`src/rtl/instr_encoder_loader.sv`:
```
`default_nettype none
// +----------------------------------------------------------------------------+
// | Module      : instr_encoder_loader                                         |
// | Description : Packs RV32I instruction descriptions into 32-bit words and   |
// |               streams them into consecutive instruction-memory addresses.  |
// | Revision    : 1.0 - initial release                                        |
// +----------------------------------------------------------------------------+
module instr_encoder_loader #(
    parameter int IMEM_DEPTH = 256,
    parameter int ADDR_W     = 8
) (
    input  logic              clk,
    input  logic              reset,
    input  logic              start,
    input  logic              in_valid,
    output logic              in_ready,
    input  logic              in_last,
    input  logic [3:0]        in_class,
    input  logic [2:0]        in_funct3,
    input  logic              in_funct7b5,
    input  logic [4:0]        in_rd,
    input  logic [4:0]        in_rs1,
    input  logic [4:0]        in_rs2,
    input  logic [31:0]       in_imm,
    output logic              imem_wren,
    output logic [ADDR_W-1:0] imem_addr,
    output logic [31:0]       imem_wdata,
    output logic [ADDR_W:0]   count,
    output logic              busy,
    output logic              done,
    output logic              err_illegal,
    output logic              err_full
);

    localparam logic [1:0] c_st_idle = 2'd0;
    localparam logic [1:0] c_st_load = 2'd1;
    localparam logic [1:0] c_st_done = 2'd2;

    localparam logic [6:0] c_op_lw    = 7'b0000011;
    localparam logic [6:0] c_op_sw    = 7'b0100011;
    localparam logic [6:0] c_op_jal   = 7'b1101111;
    localparam logic [6:0] c_op_jalr  = 7'b1100111;
    localparam logic [6:0] c_op_rtype = 7'b0110011;
    localparam logic [6:0] c_op_btype = 7'b1100011;
    localparam logic [6:0] c_op_itype = 7'b0010011;
    localparam logic [6:0] c_op_lui   = 7'b0110111;
    localparam logic [6:0] c_op_auipc = 7'b0010111;

    localparam logic [ADDR_W:0] c_depth = (ADDR_W + 1)'(IMEM_DEPTH);

    logic [1:0]        r_state;
    logic              r_wren;
    logic [ADDR_W-1:0] r_addr;
    logic [31:0]       r_wdata;
    logic [ADDR_W:0]   r_count;
    logic              r_err_illegal;
    logic              r_err_full;

    logic              w_accept;
    logic              w_legal;
    logic              w_shift;
    logic [ADDR_W:0]   w_count_nxt;
    logic [31:0]       w_enc;

    assign w_accept    = in_valid && (r_state == c_st_load);
    assign w_legal     = (in_class <= 4'd8);
    assign w_shift     = (in_funct3 == 3'b001) || (in_funct3 == 3'b101);
    assign w_count_nxt = r_count + 1'b1;

    always_comb begin
        w_enc = 32'h0;
        case (in_class)
            4'd0: w_enc = {in_imm[11:0], in_rs1, in_funct3, in_rd, c_op_lw};
            4'd1: w_enc = {in_imm[11:5], in_rs2, in_rs1, in_funct3, in_imm[4:0], c_op_sw};
            4'd2: w_enc = {in_imm[20], in_imm[10:1], in_imm[11], in_imm[19:12], in_rd, c_op_jal};
            4'd3: w_enc = {in_imm[11:0], in_rs1, 3'b000, in_rd, c_op_jalr};
            4'd4: w_enc = {1'b0, in_funct7b5, 5'b00000, in_rs2, in_rs1, in_funct3, in_rd, c_op_rtype};
            4'd5: w_enc = {in_imm[12], in_imm[10:5], in_rs2, in_rs1, in_funct3,
                           in_imm[4:1], in_imm[11], c_op_btype};
            4'd6: begin
                // Shift-immediates carry funct7 in the upper immediate bits.
                if (w_shift) begin
                    w_enc = {1'b0, in_funct7b5, 5'b00000, in_imm[4:0], in_rs1, in_funct3, in_rd, c_op_itype};
                end else begin
                    w_enc = {in_imm[11:0], in_rs1, in_funct3, in_rd, c_op_itype};
                end
            end
            4'd7: w_enc = {in_imm[31:12], in_rd, c_op_lui};
            4'd8: w_enc = {in_imm[31:12], in_rd, c_op_auipc};
            default: w_enc = 32'h0;
        endcase
    end

    always_ff @(posedge clk) begin
        if (reset) begin
            r_state       <= c_st_idle;
            r_wren        <= 1'b0;
            r_addr        <= '0;
            r_wdata       <= 32'h0;
            r_count       <= '0;
            r_err_illegal <= 1'b0;
            r_err_full    <= 1'b0;
        end else begin
            r_wren <= 1'b0;
            case (r_state)
                c_st_idle: begin
                    if (start) begin
                        r_state       <= c_st_load;
                        r_count       <= '0;
                        r_err_illegal <= 1'b0;
                        r_err_full    <= 1'b0;
                    end
                end
                c_st_load: begin
                    if (w_accept) begin
                        if (w_legal) begin
                            r_wren  <= 1'b1;
                            r_addr  <= r_count[ADDR_W-1:0];
                            r_wdata <= w_enc;
                            r_count <= w_count_nxt;
                            if (in_last) begin
                                r_state <= c_st_done;
                            end else if (w_count_nxt == c_depth) begin
                                r_state    <= c_st_done;
                                r_err_full <= 1'b1;
                            end
                        end else begin
                            r_err_illegal <= 1'b1;
                            if (in_last) begin
                                r_state <= c_st_done;
                            end
                        end
                    end
                end
                c_st_done: r_state <= c_st_idle;
                default:   r_state <= c_st_idle;
            endcase
        end
    end

    assign in_ready    = (r_state == c_st_load);
    assign busy        = (r_state != c_st_idle);
    assign done        = (r_state == c_st_done);
    assign imem_wren   = r_wren;
    assign imem_addr   = r_addr;
    assign imem_wdata  = r_wdata;
    assign count       = r_count;
    assign err_illegal = r_err_illegal;
    assign err_full    = r_err_full;

endmodule
`default_nettype wire

```
`config.mk`:
```
export PLATFORM = sky130hd
export DESIGN_NAME = instr_encoder_loader
export DESIGN_NICKNAME = d
export VERILOG_FILES = /design/src/rtl/instr_encoder_loader.sv
export SDC_FILE = /design/constraint.sdc
export NUM_CORES = 1
export LEC_CHECK = 0
export CAP_MARGIN = 20
export CELL_PAD_IN_SITES_DETAIL_PLACEMENT = 0
export CELL_PAD_IN_SITES_GLOBAL_PLACEMENT = 1
export CORE_ASPECT_RATIO = 0.8
export CORE_UTILIZATION = 34
export CTS_BUF_LIST = sky130_fd_sc_hd__clkbuf_4
export DETAILED_ROUTE_END_ITERATION = 7
export GPL_ROUTABILITY_DRIVEN = 0
export HOLD_SLACK_MARGIN = 0.05
export PLACE_DENSITY = 0.91
export SKIP_LAST_GASP = 1
export SLEW_MARGIN = 25
export SYNTH_ARGS = -nofsm -noshare
export SYNTH_HDL_FRONTEND = slang
export SYNTH_SLANG_ARGS = --single-unit
export TNS_END_PERCENT = 5
```
`constraint.sdc`:
```
create_clock -name clk -period 2.8 [get_ports clk]
set_input_delay 0.7 -clock clk [delete_from_list [all_inputs] [get_ports clk]]
set_output_delay 0.7 -clock clk [all_outputs]
set_load 0.03 [all_outputs]
```
==> flow_summary.json <==
{
  "status": "complete, no violations",
  "h-tree-depth": 2,
  "routedWlPerCell_um": 15.4,
  "synth_top_area_cell": "dfxtp_1",
  "syn2layout_area_growth_pct": 46.3,
  "clock_sinks": 53,
  "tightest_slew_ns": 0.641,
  "setup_viol": 0,
  "crit_type": "in2reg",
  "synthArstFlopShare_pct": 0,
  "drt_wl_total_mm": 8.74,
  "finalCriticalPeriod_ns": 2.40,
  "root_buffer": "clkbuf_4",
  "cp_top_family": "buffers and inverters",
  "layout_common_cells": "clkdlybuf4s50_1 (113), nor2_1 (57), dfxtp_1 (53), a21oi_1 (23), nand2_1 (22)",
  "clock.fmax_ghz": 0.416,
  "cts_tree": "built",
  "period_share_pct": 85.9,
  "critPathMaxFanout": 20,
  "slew_viol_final": 0,
  "synth_seq_cells": 53,
  "slowest_stage": "clkdlybuf4s50_1",
  "cp.arrival_ns": 2.66,
  "clk_latency_ns": 0.37,
  "firstDrtPassIters": 8,
  "avgSynthCellArea_um2": 8.30,
  "dp_hpwl_mm": 6.54,
  "fin_ws_ns": 0.396,
  "power_density_mw_per_mm2": 367,
  "slew_headroom_pct": 56.9,
  "rows": 29,
  "initial_core_util_pct": 35.7,
  "port_buffers": 114,
  "skew_ns": 0.0118,
  "ant_nets": 0,
  "synthCells": 348,
  "netlist_area_mm2": 0.00289,
  "diodes": 0,
  "hold_violations": 0,
  "via_count": 3010,
  "overflow": 0,
  "syn-num-nets": 410,
  "nNetsFinal": 522,
  "cp-end-kind": "register",
  "drc": 0,
  "rsz0062_at_grt": "no",
  "viasPerCell": 5.29,
  "ys_warn_count": 0,
  "die_h_um": 84.5,
  "grt_pass1_vias": 2870,
  "clockBufferDepth": 2,
  "grt_start_max_net_pins": 38,
  "ys_seq_area_share_pct": 36.7,
  "fill_cells": 772,
  "critPathMaxStageDelay_ns": 0.55,
  "clk_pin_slew_ns": 0.15,
  "grt_pass1_wl_mm": 14.5,
  "worstPathCellList": "clkdlybuf4s50_1, buf_4, inv_1, and3_4, a31o_4, a221oi_1, a211oi_1",
  "ctsHoldBuffers": 0,
  "regArea_mm2": 0.00106,
  "finalSetupTns_ns": 0,
  "ios": 115,
  "core_mm2": 0.00809,
  "start_kind": "input port",
  "die_area_mm2": 0.00887,
  "fp.dieW_um": 105,
  "cts_buffers": 5,
  "synth_cell_types": 61,
  "ir_drop_v": 0.000175,
  "crit_required_ns": 3.05,
  "rr_worst_depth": 6,
  "yosysTopAreaCellShare_pct": 36.7,
  "hp-class": "reg2reg",
  "cts_resized": 0,
  "postCtsSetupBuffers": 0,
  "whs_path_depth": 2,
  "grtUsageTotal_pct": 20.1,
  "final_common_cell": "clkdlybuf4s50_1",
  "dpl.cell_count": 561,
  "antenna_found_initial": 0,
  "critPathBufInv": 3,
  "drive_gt1_share_pct": 9.76,
  "detail_route.iter0.violations": 167,
  "maxCapViolations": 0,
  "final_cells": 569,
  "synth-edff-count": 0,
  "place_ws_ns": 0.0441,
  "worstSetupPathDepth": 7,
  "synth.area.top_cells": "dfxtp_1 (37%), nor2_1 (7.4%), a211oi_1 (4.2%)",
  "multi_input_area_mm2": 0.00165,
  "synth_ff_type": "dfxtp_1",
  "p_leak_uw": 0.00152
}
==> path summary, 6_finish.rpt <==
| check | from | end | slack [ns] |
|---|---|---|---|
| setup / recovery | in_class[1] | imem_wdata[30] | 0.40 |
| hold / removal | imem_addr[7] | imem_addr[7] | 0.46 |
| setup reg to reg | count[1] | r_state[1] | 0.63 |
| hold reg to reg | imem_addr[7] | imem_addr[7] | 0.46 |
==> worst min-delay path, delay by kind of cell, from the launching register on <==
kind               cells  cell delay [ns]
and+or+nand+nor        1             0.05
DFF                    1             0.34
AOI/OAI and AO/OA      1             0.05
==> metrics by stage <==
stage	total power (uW)	util [%]	instance area, um2	hold slack [ns]
final	1550	52.2	4230	0.464
after CTS	1560	52.2	4230	0.468
after floorplan	1030	-	2890	0.563
after detailed placement	1230	51.6	4180	0.448
after global routing	1630	52.2	4230	0.493
after global placement	1220	51.6	4180	0.444
==> synthesized netlist by cell type, drive strengths merged (2+ instances only) <==
master	instances
inv	7
mux2i	6
a22oi	3
dfxtp	53
xor2	3
a32o	2
o2bb2ai	3
a211oi	16
a221oi	11
clkbuf	11
a2111oi	5
o21a	2
and4	2
nand2b	5
and2	2
nor2	58
or3	2
a222oi	3
nor2b	7
buf	19
a2bb2oi	8
a21o	2
a22o	5
o21ai	13
nand3b	3
nand3	5
a31o	2
a21oi	24
a211o	2
a31oi	4
nor3	19
nand2	22
xnor2	2
and3	2
ha	2
==> metal layers <==
layer | up-vias | part of all wire (%) | global-route usage (%)
met3 | 4 | 6.9 | 3.65
met1 | 1394 | 49 | 29.5
met5 | - | 0 | 0
met4 | 0 | 0.53 | 3.59
li1 | 1508 | - | -
met2 | 104 | 43 | 31.0
==> cell type report <==
type / count / share of cell area (%)
clock buffer: 5 / 0.888
tap: 108 / 3.20
clock inverter: 3 / 0.296
multi-input combinational: 258 / 39.0
inverter: 7 / 0.622
timing repair buffer: 135 / 30.9
sequential: 53 / 25.1
==> power breakdown <==
part	leakage [uW]	internal, uW	total [uW]	switching [uW]
Clock	0.0000300	91.9	336	244
Combinational	0.00106	205	421	216
Sequential	0.000430	779	793	14.7
==> cell families (layout without fill, tap and decap cells) <==
group                    count (synthesis)  after routing  share of synthesized area (%)
buffers and inverters                   37            150                           6.50
AO/OA/AOI/OAI                          112            112                           30.2
XOR/XNOR                                 5              5                           1.52
flip-flops                              53             53                           36.7
AND/OR/NAND/NOR                        132            132                           21.7
multiplexers                             7              7                           2.47
adder cells (fa/ha/maj)                  2              2                          0.866
==> flip-flops by register name (all words and copies together) (netlist names) <==
signal / cells
imem_wdata: 31
err_full: 1
count: 9
imem_wren: 1
err_illegal: 1
r_state: 2
imem_addr: 8
(Power assumes the default switching activity.)
